--- src/rtl/wrp_slave_io.sv ---
// AHB slave-side wrapper. Accepts single 32-bit AHB transfers and turns them
// into a level-request device interface (SRead/SWrite held until SReady).
// Wait states are inserted until the device acknowledges. Unsupported
// transfers and device timeouts produce the two-cycle AHB ERROR response.
module wrp_slave_io #(
    parameter int TIMEOUT = 16,
    parameter int CNT_W   = 8
) (
    input  logic        HCLK,
    input  logic        HRESET,
    input  logic        HSEL,
    input  logic [1:0]  HTRANS,
    input  logic        HWRITE,
    input  logic [2:0]  HSIZE,
    input  logic [2:0]  HBURST,
    input  logic [3:0]  HPROT,
    input  logic [31:0] HADDR,
    input  logic [31:0] HWDATA,
    input  logic        HREADYIN,
    output logic        HREADYOUT,
    output logic [1:0]  HRESP,
    output logic [31:0] HRDATA,
    output logic        SRead,
    output logic        SWrite,
    output logic [31:0] SAddress,
    output logic [31:0] SWriteData,
    input  logic [31:0] SReadData,
    input  logic        SReady
);

    localparam logic [1:0]       RESP_OKAY  = 2'b00;
    localparam logic [1:0]       RESP_ERROR = 2'b01;
    localparam logic [2:0]       SIZE_WORD  = 3'b010;
    localparam logic [CNT_W-1:0] CNT_ZERO   = {CNT_W{1'b0}};
    localparam logic [CNT_W-1:0] CNT_ONE    = {{(CNT_W-1){1'b0}}, 1'b1};
    localparam logic [CNT_W-1:0] CNT_LAST   = CNT_W'(TIMEOUT - 1);
    localparam bit               TO_EN      = (TIMEOUT != 0);

    typedef enum logic [2:0] {
        ST_IDLE  = 3'd0,
        ST_READ  = 3'd1,
        ST_RDONE = 3'd2,
        ST_WRITE = 3'd3,
        ST_WDONE = 3'd4,
        ST_ERR1  = 3'd5,
        ST_ERR2  = 3'd6
    } state_t;

    state_t           state;
    logic [CNT_W-1:0] cnt;

    logic addr_valid;
    logic bad_xfer;
    logic timeout_hit;
    logic unused_ok;

    // Burst/protection hints and the SEQ/NONSEQ distinction carry no meaning here.
    assign unused_ok   = ^{HBURST, HPROT, HTRANS[0]};

    assign addr_valid  = HSEL & HREADYIN & HTRANS[1];
    assign bad_xfer    = (HSIZE != SIZE_WORD) || (HADDR[1:0] != 2'b00);
    // Expiry only counts when the device stays silent in the last allowed cycle.
    assign timeout_hit = TO_EN && (cnt == CNT_LAST) && !SReady;

    // Write data is passed straight through while the device write is pending.
    assign SWriteData  = (state == ST_WRITE) ? HWDATA : 32'h0000_0000;

    // Transfer state machine with registered bus and device-side outputs.
    always_ff @(posedge HCLK) begin
        if (HRESET) begin
            state     <= ST_IDLE;
            cnt       <= CNT_ZERO;
            HREADYOUT <= 1'b1;
            HRESP     <= RESP_OKAY;
            HRDATA    <= 32'h0000_0000;
            SRead     <= 1'b0;
            SWrite    <= 1'b0;
            SAddress  <= 32'h0000_0000;
        end else begin
            case (state)
                // States that complete a transfer also accept the next address phase.
                ST_IDLE, ST_RDONE, ST_WDONE, ST_ERR2: begin
                    if (addr_valid) begin
                        SAddress <= HADDR;
                        cnt      <= CNT_ZERO;
                        if (bad_xfer) begin
                            state     <= ST_ERR1;
                            HREADYOUT <= 1'b0;
                            HRESP     <= RESP_ERROR;
                            SRead     <= 1'b0;
                            SWrite    <= 1'b0;
                        end else if (HWRITE) begin
                            state     <= ST_WRITE;
                            HREADYOUT <= 1'b0;
                            HRESP     <= RESP_OKAY;
                            SRead     <= 1'b0;
                            SWrite    <= 1'b1;
                        end else begin
                            state     <= ST_READ;
                            HREADYOUT <= 1'b0;
                            HRESP     <= RESP_OKAY;
                            SRead     <= 1'b1;
                            SWrite    <= 1'b0;
                        end
                    end else begin
                        state     <= ST_IDLE;
                        HREADYOUT <= 1'b1;
                        HRESP     <= RESP_OKAY;
                        SRead     <= 1'b0;
                        SWrite    <= 1'b0;
                    end
                end

                ST_READ: begin
                    if (SReady) begin
                        state     <= ST_RDONE;
                        HRDATA    <= SReadData;
                        HREADYOUT <= 1'b1;
                        HRESP     <= RESP_OKAY;
                        SRead     <= 1'b0;
                    end else if (timeout_hit) begin
                        state     <= ST_ERR1;
                        HREADYOUT <= 1'b0;
                        HRESP     <= RESP_ERROR;
                        SRead     <= 1'b0;
                    end else begin
                        cnt       <= cnt + CNT_ONE;
                    end
                end

                ST_WRITE: begin
                    if (SReady) begin
                        state     <= ST_WDONE;
                        HREADYOUT <= 1'b1;
                        HRESP     <= RESP_OKAY;
                        SWrite    <= 1'b0;
                    end else if (timeout_hit) begin
                        state     <= ST_ERR1;
                        HREADYOUT <= 1'b0;
                        HRESP     <= RESP_ERROR;
                        SWrite    <= 1'b0;
                    end else begin
                        cnt       <= cnt + CNT_ONE;
                    end
                end

                // First ERROR cycle stalls the bus; the second one releases it.
                ST_ERR1: begin
                    state     <= ST_ERR2;
                    HREADYOUT <= 1'b1;
                    HRESP     <= RESP_ERROR;
                    SRead     <= 1'b0;
                    SWrite    <= 1'b0;
                end

                default: begin
                    state     <= ST_IDLE;
                    cnt       <= CNT_ZERO;
                    HREADYOUT <= 1'b1;
                    HRESP     <= RESP_OKAY;
                    SRead     <= 1'b0;
                    SWrite    <= 1'b0;
                end
            endcase
        end
    end

endmodule
--- config.mk ---
export PLATFORM = sky130hd
export DESIGN_NAME = wrp_slave_io
export DESIGN_NICKNAME = d
export VERILOG_FILES = /design/src/rtl/wrp_slave_io.sv
export SDC_FILE = /design/constraint.sdc
export NUM_CORES = 1
export LEC_CHECK = 0
export CAP_MARGIN = 20
export CORE_UTILIZATION = 36
export DETAILED_ROUTE_END_ITERATION = 7
export PLACE_DENSITY = 0.83
export SLEW_MARGIN = 40
export SYNTH_ARGS = -nofsm -noshare
export SYNTH_HDL_FRONTEND = slang
export SYNTH_SLANG_ARGS = --single-unit
--- constraint.sdc ---
create_clock -name HCLK -period 2.05 [get_ports HCLK]
set_input_delay 0.41 -clock HCLK [delete_from_list [all_inputs] [get_ports HCLK]]
set_output_delay 0.41 -clock HCLK [all_outputs]
set_load 0.02 [all_outputs]
; Word-level counts from Yosys, hierarchy flattened
; Cells that the tools add are included.
[op_classes]
addsub = 1
n_reduce_logical = 12
bitwise_logic = 5
eq_ne = 14
mux = 30
[op_table]
columns = cell, count
row1 = 2-to-1 mux 32 bit, 1
row2 = 2-to-1 mux 8 bit, 3
row3 = one-hot mux 8 bit (3 select lines), 1
row4 = 2-to-1 mux 3 bit, 5
row5 = one-hot mux 3 bit (4 select lines), 1
row6 = 2-to-1 mux 1 bit, 11
row7 = equality test 3 bit (second input constant), 3
row8 = adder 8 x 1 -> 8 bit (second input constant), 1
row9 = equality test 8 x 4 -> 1 bit (second input constant), 1
row10 = 2-to-1 mux 2 bit, 4
row11 = AND reduction 2 bit, 4
row12 = equality test 3 x 2 -> 1 bit (second input constant), 2
row13 = != test 2 bit (second input constant), 3
row14 = != test 3 bit (second input constant), 2
row15 = one-hot mux 1 bit (3 select lines), 2
row16 = one-hot mux 2 bit (3 select lines), 1
row17 = AND reduction 4 bit, 1
row18 = OR reduction 4 bit, 1
row19 = equality test 3 x 1 -> 1 bit (second input constant), 1
row20 = zero test 3 bit, 1
row21 = != test 3 x 1 -> 1 bit (second input constant), 1
row22 = != test 3 x 2 -> 1 bit (second input constant), 1
row23 = NOT 1 bit, 3
row24 = AND 1 bit, 2
row25 = other kinds (6), 6
[word_totals]
in_bits = 114
reg_bits = 80
output_inout_bits = 101

; Logic depth before layout (Yosys ltp)
; Gate-level depths: netlist of run 1.
[logic_depth]
ltp_word = 5
mapped_depth = 6
ltp_nobuf = 5

; Worst setup path before layout of run 1
; OpenSTA, ideal clock, no wires.
[synth_path]
path_type = reg-to-output
start = register state[0]
end = output SWriteData[22]
arrival_time_ns = 1.270
setup_slack_ns = 0.370
path_stages_with_launch = 5
path_cell_list = dfxtp_1 -> nor2b_1 -> clkbuf_1 -> clkbuf_1 -> and3_1
[synth_via]
elab_chain_cells = 2
[synth_rtl]
columns = item, line_no
row1 = start: declaration, 49  ; state_t state;
row2 = start signal: assignment, 71  ; state <= ST_IDLE;
row3 = start signal: assignment, 87  ; state <= ST_ERR1;
row4 = start signal: assignment, 93  ; state <= ST_WRITE;
row5 = equality test 3 x 2 -> 1 bit, 66  ; assign SWriteData = (state == ST_WRITE) ? HWDATA : 32'h0000_0000;
row6 = 2-to-1 mux 32 bit, 66
row7 = end: declaration, 26  ; output logic [31:0] SWriteData,
; Every way passes these cells.

; Worst setup path after layout of run 1
[layout_path]
start = register state[0]
end = output SWriteData[12]
; The elaborated chain is that of the path after synthesis.

==> results of run 1 <==
-- flip-flops by register name, indices dropped and copies added, names as in the netlist --
signal and count:
HREADYOUT 1, SWrite 1, cnt 8, state 3, HRESP 1, SRead 1
SAddress 32, HRDATA 32
-- metal layers --
metal | track usage | vias to the layer above | wire length [um]
met5 | 0 | - | 0
met4 | 0.0633 | 0 | 196
met3 | 0.0705 | 18 | 846
met2 | 0.401 | 157 | 5350
met1 | 0.236 | 1671 | 4170
li1 | - | 1836 | -
-- worst max-delay path, cell delays in order, from the launching register on --
cell,delay [ps]
dfxtp_1,330
nor2b_2,200
buf_12,180
and3_1,160
dlygate4sd2_1,320
-- power by group --
part / internal (uW) / switching (uW) / leakage, uW / total (uW)
combinational: 282 / 187 / 0.00143 / 469
sequential: 1570 / 17.2 / 0.000639 / 1580
clock: 457 / 614 / 0.0000923 / 1070
-- Yosys cell counts (2+ instances only) --
cell type | number | area [sq um]
a21oi_1 | 73 | 365
o31ai_1 | 6 | 45.0
nand2b_1 | 3 | 18.8
nor2_1 | 8 | 30.0
nor2b_1 | 2 | 12.5
nand3_1 | 7 | 35.0
a21boi_1 | 2 | 15.0
buf_4 | 2 | 15.0
a31oi_1 | 2 | 12.5
nand2_1 | 139 | 522
and2_1 | 2 | 12.5
dfxtp_1 | 79 | 1580
o21a_1 | 2 | 15.0
or3b_1 | 2 | 17.5
buf_2 | 3 | 15.0
or4_1 | 2 | 15.0
clkbuf_1 | 27 | 101
and4_1 | 2 | 17.5
and3_1 | 33 | 206
inv_1 | 2 | 7.51
o21ai_1 | 5 | 25.0
-- worst paths after layout --
kind / cells past startpoint / start / end / slack, ps
setup / recovery: 4 / state[0]$_SDFF_PP0_ / SWriteData[12] / 90
hold / removal: 2 / HREADYOUT$_SDFFE_PP1P_ / HREADYOUT$_SDFFE_PP1P_ / 450
setup reg to reg: 6 / state[2]$_SDFF_PP0_ / cnt[7]$_SDFFE_PP0P_ / 270
hold reg to reg: 2 / HREADYOUT$_SDFFE_PP1P_ / HREADYOUT$_SDFFE_PP1P_ / 450
-- layout make-up --
class,instances,area share
repair buffers,224,0.393
flip-flops and latches,79,0.277
clock buffers,9,0.0217
multi-input cells,310,0.273
inverters,3,0.00197
clock inverters,7,0.00966
well taps,108,0.0237
-- logic make-up (layout without fill, tap and decap cells) --
group | after synthesis | after routing
simple gates | 210 | 210
fa+ha+maj | 1 | 1
flops | 79 | 79
buf+inv | 36 | 243
other cells | 1 | 1
compound gates | 98 | 98
-- per-stage QoR --
| step | util | instance area (sq um) | power [uW] |
|---|---|---|---|
| 6_report | 0.651 | 5700 | 3120 |
| 5_1_grt | 0.651 | 5700 | 3260 |
| 4_1_cts | 0.649 | 5690 | 3160 |
| 3_5_place_dp | 0.633 | 5550 | 2090 |
| 3_3_place_gp | 0.633 | 5550 | 2080 |
| 2_1_floorplan | - | 3280 | 1770 |
==> flow_metrics.env, run 1 <==
export IMPL_outcome="complete, no violations"
export IMPL_finalCritPeriodShare=0.956
export IMPL_syn_area_sq_mm=0.00328
export IMPL_clock_fmax_ghz=0.510
export IMPL_layout_setup_ws_ps=90.7
export IMPL_antenna_found_initial=0
export IMPL_clkTransAtPathRegs_ps=90
export IMPL_tns_ps=0
export IMPL_synth_simple_gate_area_share=0.297
export IMPL_grt_pass1_wl_um=17000
export IMPL_ys_seq_elements=79
export IMPL_vias=3682
export IMPL_syn_nets=540
export IMPL_core_area_sq_mm=0.00876
export IMPL_ys_seq_area_frac=0.482
export IMPL_setup_viol=0
export IMPL_area_growth_pct=73.8
export IMPL_holdWs_ps=451
export IMPL_max_slew_margin_rel=0.659
export IMPL_multi_input_area_sq_mm=0.00156
export IMPL_final_cell_mix="172 x clkdlybuf4s50_1, 139 x nand2_1, 79 x dfxtp_1"
export IMPL_die_w_um=97.5
export IMPL_overflow=0
export IMPL_start_kind="register"
export IMPL_gp_congestion=0.871
export IMPL_fin_nets=742
export IMPL_first_global_vias=3627
export IMPL_grt_max_degree=73
export IMPL_drive_gt1_frac=0.0744
export IMPL_clock_skew_ps=7.10
export IMPL_die_h_um=97.5
export IMPL_postSynth_asyncResetShare=0
export IMPL_synthMuxAreaShare=0
export IMPL_cellPowerDensity_mw_per_mm2=548
export IMPL_crit_type="reg2out"
export IMPL_yosysWarningCount=0
export IMPL_rsz0062_at_grt="no"
export IMPL_hold_buffers=0
export IMPL_clock_sinks=79
export IMPL_synth_flop_cell="dfxtp_1"
export IMPL_vias_per_cell=4.98
export IMPL_dp_slack_ps=-127
export IMPL_critPathArrivalTime_ps=1550
export IMPL_min_period_ps=1960
export IMPL_cts_tree="built"
export IMPL_synth_cell_types=43
export IMPL_fillCellCount=765
export IMPL_path_max_fanout=32
export IMPL_n_antenna_cell=0
export IMPL_finalHoldViolCount=0
export IMPL_routedWlPerCell_um=14.3
export IMPL_drv_cap=0
export IMPL_routed_wl_um=10600
export IMPL_io_buffers=205
export IMPL_syn_inst=425
export IMPL_start_util=0.374
export IMPL_post_dp_hpwl_um=7910
export IMPL_final_max_slew_viol_count=0
export IMPL_drtIter0Drc=163
export IMPL_clockBufferDepth=2
export IMPL_synth_top_family_by_area="simple AND/OR/NAND/NOR gates"
export IMPL_fp_row_count=34
export IMPL_synth_xor_area_share=0
export IMPL_dieArea_sq_mm=0.00950
export IMPL_synth_compound_area_frac=0.171
export IMPL_vdd_drop_max_uv=594
export IMPL_syn_area_per_cell_sq_um=7.72
export IMPL_final_common_cell="clkdlybuf4s50_1"
export IMPL_dr_pass1_iters=4
export IMPL_hold_path_class="reg2reg"
export IMPL_worstMarginPinSlew_ps=508
export IMPL_cp_end_kind="primary output"
export IMPL_drcViolationCount=0
export IMPL_synth_edff_count=0
export IMPL_cp_required_ps=1640
export IMPL_placed_cells=724
export IMPL_clk_latency_ps=340
export IMPL_cts_resized_gates=32
export IMPL_htreeDepth=3
export IMPL_cellLeakagePower_uw=0.00216
export IMPL_cts_setup_buffers=0
export IMPL_fin_cells=740
export IMPL_regArea_sq_mm=0.00158
export IMPL_track_usage=0.218
export IMPL_ant_nets=0
export IMPL_cts_buffers=9
export IMPL_cts_root_buf="clkbuf_8"
export IMPL_io_pins=215
export IMPL_synthAdderAreaFrac=0.00381
Power figures use the tool's default switching activity.
==> run 2, diff against run 1 <==
--- a/config.mk
+++ b/config.mk
@@ -5,11 +5,13 @@
 export SDC_FILE = /design/constraint.sdc
 export NUM_CORES = 1
 export LEC_CHECK = 0
+export ABC_AREA = 1
 export CAP_MARGIN = 20
+export CORE_MARGIN = 10
 export CORE_UTILIZATION = 36
 export DETAILED_ROUTE_END_ITERATION = 7
 export PLACE_DENSITY = 0.83
-export SLEW_MARGIN = 40
+export SLEW_MARGIN = 0
 export SYNTH_ARGS = -nofsm -noshare
 export SYNTH_HDL_FRONTEND = slang
 export SYNTH_SLANG_ARGS = --single-unit
==> run 2 against run 1 <==
Against the previous run: critical endpoint is now SWriteData[13]; critical path depth grew 2; non-clock buffer count decreased by 10; cell count grew 6.9%; area after synthesis is 1.6% higher; via count grew 0.81%; combinational power up 16%.
==> flow_metrics.env, run 2 <==
export IMPL_outcome="complete, no violations"
export IMPL_synth_common_cells="176 x nor2_1, 79 x dfxtp_1, 63 x o21ai_0, 46 x inv_1, 34 x nand2_1"
export IMPL_synth_simple_gate_area_share=0.284
export IMPL_clock_fmax_ghz=0.522
export IMPL_htreeDepth=3
export IMPL_synth_cell_types=26
export IMPL_tns_ps=0
export IMPL_clk_latency_ps=340
export IMPL_grt_max_degree=67
export IMPL_first_global_vias=3605
export IMPL_core_area_sq_mm=0.00911
export IMPL_cellPowerDensity_mw_per_mm2=585
export IMPL_syn_inst=474
export IMPL_clockBufferDepth=2
export IMPL_dr_pass1_iters=6
export IMPL_cts_buffers=9
export IMPL_postSynth_asyncResetShare=0
export IMPL_drcViolationCount=0
export IMPL_drv_cap=0
export IMPL_finalCritPeriodShare=0.935
export IMPL_n_antenna_cell=0
export IMPL_dp_slack_ps=-47.5
export IMPL_placed_cells=775
export IMPL_post_dp_hpwl_um=9610
export IMPL_hold_buffers=0
export IMPL_area_growth_pct=65.6
export IMPL_ant_nets=0
export IMPL_overflow=0
export IMPL_clkTransAtPathRegs_ps=80
export IMPL_syn_area_per_cell_sq_um=7.03
export IMPL_worstMarginPinSlew_ps=518
export IMPL_ys_seq_elements=79
export IMPL_cts_root_buf="clkbuf_8"
export IMPL_critPathArrivalTime_ps=1510
export IMPL_synthAdderAreaFrac=0.00376
export IMPL_final_cell_mix="175 x nor2_1, 173 x clkdlybuf4s50_1, 78 x dfxtp_1"
export IMPL_fin_cells=791
export IMPL_start_util=0.366
export IMPL_hold_path_class="reg2reg"
export IMPL_fp_row_count=35
export IMPL_fin_nets=790
export IMPL_grt_pass1_wl_um=18400
export IMPL_ys_seq_area_frac=0.475
export IMPL_cts_setup_buffers=0
export IMPL_reg_top3="HRDATA x32, SAddress x32, cnt x8"
export IMPL_cp_startpoint="state[0]$_SDFF_PP0_"
export IMPL_antenna_found_initial=0
export IMPL_final_max_slew_viol_count=0
export IMPL_syn_area_sq_mm=0.00333
export IMPL_synth_edff_count=0
export IMPL_yosysWarningCount=0
export IMPL_track_usage=0.172
export IMPL_fillCellCount=815
export IMPL_synth_xor_area_share=0.00526
export IMPL_cp_end_kind="primary output"
export IMPL_die_h_um=116
export IMPL_cellLeakagePower_uw=0.00245
export IMPL_drtIter0Drc=174
export IMPL_synth_top_family_by_area="simple AND/OR/NAND/NOR gates"
export IMPL_synthTopCellsByArea="dfxtp_1 47%, nor2_1 20%, o21ai_0 9.5%"
export IMPL_setup_viol=0
export IMPL_die_w_um=116
export IMPL_max_slew_margin_rel=0.654
export IMPL_syn_nets=589
export IMPL_routedWlPerCell_um=15.4
export IMPL_synth_flop_cell="dfxtp_1"
export IMPL_clock_sinks=79
export IMPL_layout_setup_ws_ps=133
export IMPL_vdd_drop_max_uv=304
export IMPL_yosysTopAreaCell="dfxtp_1"
export IMPL_clock_skew_ps=7.44
export IMPL_synth_top_cell_area_share=0.475
export IMPL_gp_congestion=0.851
export IMPL_rsz0062_at_grt="no"
export IMPL_routed_wl_um=12200
export IMPL_synth_compound_area_frac=0.136
export IMPL_min_period_ps=1920
export IMPL_cts_tree="built"
export IMPL_placed_area_sq_mm=0.00549
export IMPL_vias_per_cell=4.69
export IMPL_rr_startpoint="state[0]$_SDFF_PP0_"
export IMPL_synthMuxAreaShare=0
export IMPL_dieArea_sq_mm=0.0135
export IMPL_design_area_sq_mm=0.00552
export IMPL_finalHoldViolCount=0
export IMPL_start_kind="register"
export IMPL_io_pins=215
export IMPL_vias=3712
export IMPL_io_buffers=205
export IMPL_final_common_cell="nor2_1"
export IMPL_drive_gt1_frac=0.115
export IMPL_hp_start="HREADYOUT$_SDFFE_PP1P_"
export IMPL_path_max_fanout=34
export IMPL_postLayoutCoreUtil=0.606
export IMPL_crit_type="reg2out"
export IMPL_yosysMostFrequentCell="nor2_1"
export IMPL_cp_required_ps=1640
==> run 2: cells by family (layout without fill, tap and decap cells) <==
family,Yosys count,count (layout)
buffers and inverters,74,280
XOR/XNOR,2,2
flip-flops,79,79
other,1,1
adder cells (fa/ha/maj),1,1
AO/OA/AOI/OAI,85,85
AND/OR/NAND/NOR,232,232
==> run 2: per-stage QoR <==
step	hold slack, ps	power (uW)
5_1_grt	503	3390
4_1_cts	464	3260
3_5_place_dp	450	2200
2_1_floorplan	475	1840
6_report	461	3220
3_3_place_gp	442	2180
==> run 2: timing repair <==
| item | CTS | global route |
|---|---|---|
| endpoints found under the hold margin | 0 | 0 |
| gates resized for setup | 43 | 54 |
| setup endpoints to repair | 32 | 32 |
==> run 2: metal layers <==
layer | GRT usage | part of all wire | vias up
li1 | - | - | 1861
met1 | 0.170 | 0.37 | 1686
met2 | 0.313 | 0.50 | 153
met3 | 0.0863 | 0.12 | 12
met4 | 0.0417 | 0.011 | 0
met5 | 0 | 0 | -
==> run 2: final timing paths <==
kind                        endpoint  slack, ps  depth (start not counted)
max                   SWriteData[13]        130                          6
min reg2reg   HREADYOUT$_SDFFE_PP1P_        460                          2
max reg2reg  HRDATA[18]$_SDFFE_PP0P_        410                          8
min           HREADYOUT$_SDFFE_PP1P_        460                          2
==> run 2: critical path, stage by stage, from the launching register on <==
cell and delay, ps:
dfxtp_2 360, inv_2 80, nor2_8 80, nand2_1 90, buf_12 180, nor2_1 110
clkdlybuf4s15_2 270
==> run 2: final cells by class <==
cell class / count / area (sq um) / share of cell area
inverter: 50 / 188 / 0.0340
clock buffer: 11 / 151 / 0.0274
timing repair buffer: 214 / 1990 / 0.361
tap: 111 / 139 / 0.0252
multi-input combinational: 321 / 1430 / 0.260
sequential: 79 / 1580 / 0.287
clock inverter: 5 / 32.5 / 0.00590
==> run 2: power breakdown <==
part           total [uW]  switching, uW  internal (uW)
logic                 544            235            309
clock network        1060            563            501
registers            1620           27.8           1590
